<file path="src/rtl/mem_port_arbiter.sv">
// Arbitrates the unified memory port between instruction fetch and the MEM stage.
// MEM has priority, but IF wins a tie after STARVE_LIMIT consecutive MEM wins over a waiting fetch.
module mem_port_arbiter #(
  parameter int unsigned ADDR_WIDTH   = 32,
  parameter int unsigned DATA_WIDTH   = 32,
  parameter int unsigned STARVE_LIMIT = 2
) (
  input  logic                  Clock,
  input  logic                  Reset,
  input  logic                  InstrRead_IF,
  input  logic [ADDR_WIDTH-1:0] Address_IF,
  input  logic                  MemRead_MEM,
  input  logic                  MemWrite_MEM,
  input  logic [ADDR_WIDTH-1:0] Address_MEM,
  input  logic [DATA_WIDTH-1:0] WriteData_MEM,
  output logic [DATA_WIDTH-1:0] Instruction_IF,
  output logic [DATA_WIDTH-1:0] ReadData_MEM,
  output logic                  Done_IF,
  output logic                  Done_MEM,
  output logic                  Stall_IF,
  output logic                  Stall_MEM,
  output logic                  Mem_Req,
  output logic                  Mem_We,
  output logic [ADDR_WIDTH-1:0] Mem_Addr,
  output logic [DATA_WIDTH-1:0] Mem_WData,
  input  logic [DATA_WIDTH-1:0] Mem_RData,
  input  logic                  Mem_Ready
);

  typedef enum logic [1:0] {
    IDLE     = 2'd0,
    BUSY_IF  = 2'd1,
    BUSY_MEM = 2'd2
  } state_t;

  localparam logic [3:0] LIMIT = 4'(STARVE_LIMIT);

  state_t                r_state,    w_state_nxt;
  logic [3:0]            r_starve,   w_starve_nxt;
  logic                  r_req,      w_req_nxt;
  logic                  r_we,       w_we_nxt;
  logic [ADDR_WIDTH-1:0] r_addr,     w_addr_nxt;
  logic [DATA_WIDTH-1:0] r_wdata,    w_wdata_nxt;
  logic [DATA_WIDTH-1:0] r_instr,    w_instr_nxt;
  logic [DATA_WIDTH-1:0] r_rdata,    w_rdata_nxt;
  logic                  r_done_if,  w_done_if_nxt;
  logic                  r_done_mem, w_done_mem_nxt;

  logic w_elig_if;
  logic w_elig_mem;
  logic w_grant_mem;
  logic w_grant_if;

  // A requester still holds its request during its own Done cycle; masking with Done prevents a re-grant.
  assign w_elig_if   = InstrRead_IF & ~r_done_if;
  assign w_elig_mem  = (MemRead_MEM | MemWrite_MEM) & ~r_done_mem;
  assign w_grant_mem = w_elig_mem & ~(w_elig_if & (r_starve == LIMIT));
  assign w_grant_if  = w_elig_if & ~w_grant_mem;

  always_comb begin
    w_state_nxt    = r_state;
    w_starve_nxt   = r_starve;
    w_req_nxt      = r_req;
    w_we_nxt       = r_we;
    w_addr_nxt     = r_addr;
    w_wdata_nxt    = r_wdata;
    w_instr_nxt    = r_instr;
    w_rdata_nxt    = r_rdata;
    w_done_if_nxt  = 1'b0;
    w_done_mem_nxt = 1'b0;
    case (r_state)
      IDLE: begin
        if (w_grant_mem) begin
          w_state_nxt = BUSY_MEM;
          w_req_nxt   = 1'b1;
          w_we_nxt    = MemWrite_MEM;
          w_addr_nxt  = Address_MEM;
          w_wdata_nxt = WriteData_MEM;
          if (w_elig_if && (r_starve < LIMIT)) begin
            w_starve_nxt = r_starve + 4'd1;
          end
        end else if (w_grant_if) begin
          w_state_nxt  = BUSY_IF;
          w_req_nxt    = 1'b1;
          w_we_nxt     = 1'b0;
          w_addr_nxt   = Address_IF;
          w_starve_nxt = '0;
        end
      end
      BUSY_IF: begin
        if (Mem_Ready) begin
          w_state_nxt   = IDLE;
          w_req_nxt     = 1'b0;
          w_we_nxt      = 1'b0;
          w_done_if_nxt = 1'b1;
          w_instr_nxt   = Mem_RData;
        end
      end
      BUSY_MEM: begin
        if (Mem_Ready) begin
          w_state_nxt    = IDLE;
          w_req_nxt      = 1'b0;
          w_we_nxt       = 1'b0;
          w_done_mem_nxt = 1'b1;
          if (!r_we) begin
            w_rdata_nxt = Mem_RData;
          end
        end
      end
      default: begin
        w_state_nxt = IDLE;
        w_req_nxt   = 1'b0;
        w_we_nxt    = 1'b0;
      end
    endcase
  end

  always_ff @(posedge Clock or posedge Reset) begin
    if (Reset) begin
      r_state    <= IDLE;
      r_starve   <= '0;
      r_req      <= 1'b0;
      r_we       <= 1'b0;
      r_addr     <= '0;
      r_wdata    <= '0;
      r_instr    <= '0;
      r_rdata    <= '0;
      r_done_if  <= 1'b0;
      r_done_mem <= 1'b0;
    end else begin
      r_state    <= w_state_nxt;
      r_starve   <= w_starve_nxt;
      r_req      <= w_req_nxt;
      r_we       <= w_we_nxt;
      r_addr     <= w_addr_nxt;
      r_wdata    <= w_wdata_nxt;
      r_instr    <= w_instr_nxt;
      r_rdata    <= w_rdata_nxt;
      r_done_if  <= w_done_if_nxt;
      r_done_mem <= w_done_mem_nxt;
    end
  end

  assign Instruction_IF = r_instr;
  assign ReadData_MEM   = r_rdata;
  assign Done_IF        = r_done_if;
  assign Done_MEM       = r_done_mem;
  assign Mem_Req        = r_req;
  assign Mem_We         = r_we;
  assign Mem_Addr       = r_addr;
  assign Mem_WData      = r_wdata;
  assign Stall_IF       = InstrRead_IF & ~r_done_if;
  assign Stall_MEM      = (MemRead_MEM | MemWrite_MEM) & ~r_done_mem;

endmodule
</file>
<file path="config.mk">
export PLATFORM = sky130hd
export DESIGN_NAME = mem_port_arbiter
export DESIGN_NICKNAME = d
export VERILOG_FILES = /design/src/rtl/mem_port_arbiter.sv
export SDC_FILE = /design/constraint.sdc
export NUM_CORES = 1
export LEC_CHECK = 0
export ABC_AREA = 1
export BUFFER_PORTS_ARGS = -buffer_cell sky130_fd_sc_hd__buf_2
export CAP_MARGIN = 20
export CORE_MARGIN = 4
export CORE_UTILIZATION = 45
export DETAILED_ROUTE_END_ITERATION = 7
export PLACE_DENSITY_LB_ADDON = 0.12
export SYNTH_ARGS = -nofsm -noshare
export SYNTH_HDL_FRONTEND = slang
export SYNTH_SLANG_ARGS = --single-unit
export TNS_END_PERCENT = 50
</file>
<file path="constraint.sdc">
create_clock -name Clock -period 10 [get_ports Clock]
set_input_delay 1 -clock Clock [delete_from_list [all_inputs] [get_ports Clock]]
set_output_delay 1 -clock Clock [all_outputs]
set_load 0.03 [all_outputs]
</file>
==> results of run 1 <==
[final timing paths]
kind	slack (ps)	depth (start not counted)	start	endpoint
worst max-delay path	6730	7	r_state[0]	Mem_Addr[23]
worst min-delay path	470	2	Mem_Addr[3]	Mem_Addr[3]
worst max register to register	6730	7	r_state[0]	Mem_Addr[23]
worst min register to register	470	2	Mem_Addr[3]	Mem_Addr[3]
max in group asynchronous	8030	3	Reset	Mem_WData[8]
min in group asynchronous	660	2	Reset	Mem_Addr[19]
[kinds of logic after synthesis]
| group | after synthesis | synth area share |
|---|---|---|
| compound gates | 102 | 0.0867 |
| xor+xnor | 1 | 0.00146 |
| flops | 138 | 0.577 |
| fa+ha+maj | 5 | 0.0104 |
| simple gates | 323 | 0.241 |
| buf+inv | 117 | 0.0836 |
[per-layer routing]
metal	global-route usage	part of all wire	wire length, um
met1	0.276	0.41	6570
met5	0	0	0
met4	0.0630	0.010	161
met3	0.0663	0.096	1510
met2	0.327	0.48	7590
[worst register-to-register path: stages, from the launching register on]
cell	delay, ps
dfrtp_1	380
inv_1	100
ha_1	200
inv_1	440
a21oi_4	960
inv_1	770
nand2_1	240
nand2_1	70
[metrics by stage]
| stage | util | area [um^2] | hold slack [ps] | std cells | total power, mW |
|---|---|---|---|---|---|
| after floorplan | - | 5990 | 474 | 686 | 2.01 |
| after global placement | 0.573 | 7350 | 460 | 1086 | 2.41 |
| after detailed placement | 0.573 | 7350 | 460 | 1086 | 2.43 |
| after CTS | 0.621 | 7970 | 474 | 1117 | 3.08 |
| after global routing | 0.625 | 8010 | 488 | 1119 | 3.27 |
| final | 0.625 | 8010 | 473 | 1119 | 3.06 |
[area by class of cell]
| cell class | instances | area, um^2 | share of cell area |
|---|---|---|---|
| clock inverter | 5 | 80.1 | 0.0100 |
| sequential | 138 | 3450 | 0.431 |
| multi-input combinational | 431 | 2040 | 0.255 |
| inverter | 77 | 294 | 0.0367 |
| tap | 172 | 215 | 0.0269 |
| clock buffer | 26 | 539 | 0.0673 |
| timing repair buffer | 270 | 1380 | 0.173 |
[report_power, final]
part	total, mW	switching [mW]	internal, mW
clock network	0.639	0.220	0.419
registers	0.969	0.139	0.830
logic	1.45	1.06	0.396
total	3.06	1.42	1.65
[placed cells by master (no fill, tap or decap), drive strengths merged, types with 5 or more instances in the layout]
cell    instances
clkbuf         26
nor2            8
ha              5
inv            77
buf           270
nand3          40
nand3b         32
dfrtp         138
nand2         241
o21ai          99
[state kept, by name, summed over array words and instances (netlist names)]
signal / cells
r_state: 2
Done_IF: 1
ReadData_MEM: 32
Mem_WData: 32
Instruction_IF: 32
Mem_Req: 1
Mem_Addr: 32
Mem_We: 1
r_starve: 4
Done_MEM: 1
==> out/summary.txt, run 1 <==
first-pass iteration count of the detailed router - 5
total CTS buffers - 17
Top cell by count, worst path - inv_1
register clock-pin slew on the reported worst setup and hold paths - 60 ps
routed vias - 5,276
Area Overhead vs Synth - 33.8%
first-pass GRT wire length - 24,800 um
Slew @ Worst Pin - 1030 ps
CTS root buffer - clkbuf_16
max_cap viols - 0
Avg Cell Area, Syn - 8.73 um^2
drt total wl - 15,800 um
largest net degree at the start of global routing - 74
skew final - 5.20 ps
pre-CTS setup slack - 6650 ps
crit path capture type - flip-flop
top cell type by total area after synthesis - dfrtp_1
Worst-Skew Late Latency - 410 ps
CP startpoint kind - flip-flop
Critical Path Max Stage Delay - 960 ps
post-route worst setup slack - 6730 ps
Crit Path Class - reg -> reg
post-synthesis cell area - 5990 um^2
Residual DRC - 0
layout cell share with drive strength beyond 1 - 0.329
hpwl dp - 10,900 um
htree depth - 4
initial antenna violation count - 0
# IOs - 268
Crit Path Max Fanout - 39
CTS Hold Bufs - 0
VDD IR max - 173 uV
Initial DRC Count - 378
post-CTS resize count - 0
sequential cell area fraction in the yosys report - 0.577
setup tns final - 0 ps
kind of cell adding the most delay to the critical path - buffers and inverters
GPL Wtd Cong - 0.780
DIE AREA - 15,200 um^2
die height - 123 um
Ys Warns - 0
leakage - 4.59 nW
Nets - 1,074
port bufs - 267
Post-synth top flop - dfrtp_1
critical path, cell by cell - inv_1 > ha_1 > inv_1 > a21oi_4 > inv_1 > nand2_1 > nand2_1
final hold vios - 0
vias in the first global route - 4,945
setup bufs post-CTS - 0
Routed Antenna Nets - 0
total congestion overflow - 0
critical path required time - 10,290 ps
# fillers - 1,178
Period Utilization, post-route - 0.327
post-synthesis net count - 825
Tmin final - 3270 ps
setup violators final - 0
top-count cell post-synth - nand2_1
Post-synth EDFFs - 0
hold crit path type - reg -> reg
Slew Limit Headroom - 0.310
RSZ-0062 raised after global routing - no
gate count of the mapped netlist - 686
diode count - 0
largest cells by area after synthesis - dfrtp_1 (58%), nand2_1 (15%), o21ai_0 (7.4%), inv_1 (4.8%), nand3b_1 (4.0%)
status - complete, no violations
most frequent cells after synthesis - nand2_1 (240), dfrtp_1 (138), o21ai_0 (89)
top cell type's share of synthesized area - 0.577
GRT Resource Usage Total - 0.208
Async SR Flop Fraction - 1.00
Power Density - 382 nW/um^2
vias per cell - 4.71
f_max - 306 MHz
Pins Over Slew Limit - 0
Sink Count - 138
TritonCTS clock tree - yes
Core ar. - 12,800 um^2
critical path's slowest cell - a21oi_4
post-synthesis cell type count - 27
CP arrival - 3560 ps
row count - 41
Yosys reg bits - 138
Initial Util - 0.467
Avg WL per Cell - 14.1 um
buffer and inverter count on the worst path - 3
Die X - 123 um
Clock Path Buffers - 2
No activity file was read; power rests on OpenSTA's default activity.
==> run 2: changes to the inputs <==
==> constraint.sdc (replaced) <==
create_clock -name Clock -period 3.4 [get_ports Clock]
set_input_delay 0.34 -clock Clock [delete_from_list [all_inputs] [get_ports Clock]]
set_output_delay 0.34 -clock Clock [all_outputs]
set_load 0.03 [all_outputs]
==> run 2 against run 1 <==
  * Clock power grew to 2.9 times the previous value
  * Largest power group unchanged
  * Via count up 0.27%
  * Global-route usage is 0.22 points higher
  * Critical endpoint is now Mem_WData[28]
  * First-iteration DRC count decreased by 16%
  * Final cell count grew 0.45%
  * Fmax increased by 43%
  * Routed wire length rose by 0.92%
  * Clock skew up 0.87 ps
  * Sequential power increased to 2.9 times the previous value
  * Critical path depth unchanged
==> out/summary.txt, run 2 (synthesis gave the netlist of run 1 again) <==
Tmin final - 2280 ps (-991 ps)
final hold vios - 0 (unchanged)
Die X - 123 um (unchanged)
hpwl dp - 11,200 um (+2.8%)
vias in the first global route - 5,027 (+1.7%)
critical path's slowest cell - nor2_4
status - complete, no violations
hold crit path type - in -> async
Pins Over Slew Limit - 0 (unchanged)
most common library cell in the layout ignoring fill and taps - buf_2
Nets - 1,079 (+0.47%)
setup bufs post-CTS - 0 (unchanged)
CTS Hold Bufs - 0 (unchanged)
Crit Path Class - reg -> reg
pre-CTS setup slack - 1140 ps (-5520 ps)
die height - 123 um (unchanged)
row count - 41 (unchanged)
skew final - 6.07 ps (+0.874 ps)
Clock Path Buffers - 2 (unchanged)
Top cell by count, worst path - nand2_1
layout cell share with drive strength beyond 1 - 0.333 (+0.00352)
total CTS buffers - 17 (unchanged)
CP startpoint kind - flip-flop
internal power - 4.83 mW (+190%)
WP depth - 7 (unchanged)
first-pass iteration count of the detailed router - 5 (unchanged)
post-CTS resize count - 0 (unchanged)
vias per cell - 4.71 (-0.18%)
reg2reg path depth - 7 (unchanged)
register clock-pin slew on the reported worst setup and hold paths - 60 ps (about the same)
setup violators final - 0 (unchanged)
fin util - 0.627 (+0.00283)
CTS root buffer - clkbuf_16
VDD IR max - 627 uV (+260%)
largest net degree at the start of global routing - 68 (-8.1%)
Sw Share - 0.463 (+0.00103)
Worst-Skew Late Latency - 410 ps (about the same)
GRT Resource Usage Total - 0.210 (+0.00216)
RSZ-0062 raised after global routing - no
Avg WL per Cell - 14.2 um (+0.47%)
clock share of power - 0.205 (-0.004)
placed cell count - 1,091 (+0.46%)
Initial DRC Count - 319 (-16%)
reported net switching power - 4.17 mW (+190%)
Cell Count, Final, Fillers Out - 1,124 (+0.45%)
drt total wl - 16,000 um (+0.92%)
max_cap viols - 0 (unchanged)
diode count - 0 (unchanged)
Critical Path Max Stage Delay - 640 ps (-320 ps)
GPL Wtd Cong - 0.758 (-2.8%)
first-pass GRT wire length - 24,900 um (+0.17%)
crit path capture type - flip-flop
Logic pwr share - 0.479 (+0.004)
Flop pwr share - 0.316 (about the same)
DIE AREA - 15,200 um^2 (unchanged)
critical path, cell by cell - inv_1 > ha_1 > nand3_4 > nand2_4 > nor2_4 > nand2_1 > nand2_1
Routed Antenna Nets - 0 (unchanged)
routed vias - 5,290 (+0.27%)
port bufs - 267 (unchanged)
Slew Limit Headroom - 0.336 (+0.0268)
Initial Util - 0.467 (unchanged)
Period Utilization, post-route - 0.671 (+0.344)
CP arrival - 2630 ps (-930 ps)
f_max - 438 MHz (+43%)
total congestion overflow - 0 (unchanged)
most frequent cells in the layout - buf_2 (267), nand2_1 (239), dfrtp_1 (138), o21ai_0 (89), inv_1 (75)
# IOs - 268 (unchanged)
leakage - 4.61 nW (+0.54%)
setup tns final - 0 ps (unchanged)
Core ar. - 12,800 um^2 (unchanged)
Residual DRC - 0 (unchanged)
critical path required time - 3740 ps (-6550 ps)
Power Density - 1120 nW/um^2 (+190%)
Area Overhead vs Synth - 34.4%
Crit Path Max Fanout - 38 (-2.6%)
Slew @ Worst Pin - 994 ps (-40.2 ps)
htree depth - 4 (unchanged)
kind of cell adding the most delay to the critical path - simple AND/OR/NAND/NOR gates
buffer and inverter count on the worst path - 1 (-2)
post-route worst setup slack - 1120 ps (-5610 ps)
TritonCTS clock tree - yes
Sink Count - 138 (unchanged)
initial antenna violation count - 0 (unchanged)
## run 2: cell types whose count changed in the layout (fill, tap and decap cells not counted), sizes merged
| cell | before | now |
|---|---|---|
| buf | 270 | 275 |
| clkbuf | 26 | 24 |
| clkinv | 1 | 4 |
| inv | 77 | 76 |
## run 2: final timing paths
path | startpoint | endpoint | slack, ps
setup / recovery | r_starve[0] | Mem_WData[28] | 1120
hold / removal | Reset | Mem_WData[6] | 40
setup reg to reg | r_starve[0] | Mem_WData[28] | 1120
hold reg to reg | Mem_Addr[21] | Mem_Addr[21] | 470
max in group asynchronous | Reset | Mem_Addr[16] | 2380
min in group Clock | WriteData_MEM[21] | Mem_WData[21] | 130
## run 2: final cells by class
class	instances	area [um^2]
Sequential cell	138	3450
Clock inverter	7	87.6
Clock buffer	24	512
Inverter	77	293
Multi-Input combinational cell	431	2040
Timing Repair Buffer	275	1440
Tap cell	172	215
Fill cell	1172	4780
## run 2: through the flow
| stage | area, um^2 | hold slack (ps) | power [mW] |
|---|---|---|---|
| 2_1_floorplan | 5990 | 455 | 5.93 |
| 3_3_place_gp | 7400 | 459 | 7.13 |
| 3_5_place_dp | 7400 | 461 | 7.18 |
| 4_1_cts | 8000 | 45.8 | 9.07 |
| 5_1_grt | 8050 | 85.2 | 9.66 |
| 6_report | 8050 | 41.6 | 8.99 |
## run 2: power by group through the flow
stage          registers, mW  clock network [mW]  logic, mW
6_report                2.84                1.85       4.31
5_1_grt                 2.94                1.97       4.75
4_1_cts                 2.84                1.89       4.34
3_5_place_dp            2.85                   0       4.34
3_3_place_gp            2.84                   0       4.29
2_1_floorplan           4.34                   0       1.59
## run 2: routing by layer
layer	GRT usage	routed length, um
met1	0.267	6540
met3	0.0750	1530
met5	0	0
met4	0.0886	329
met2	0.326	7590
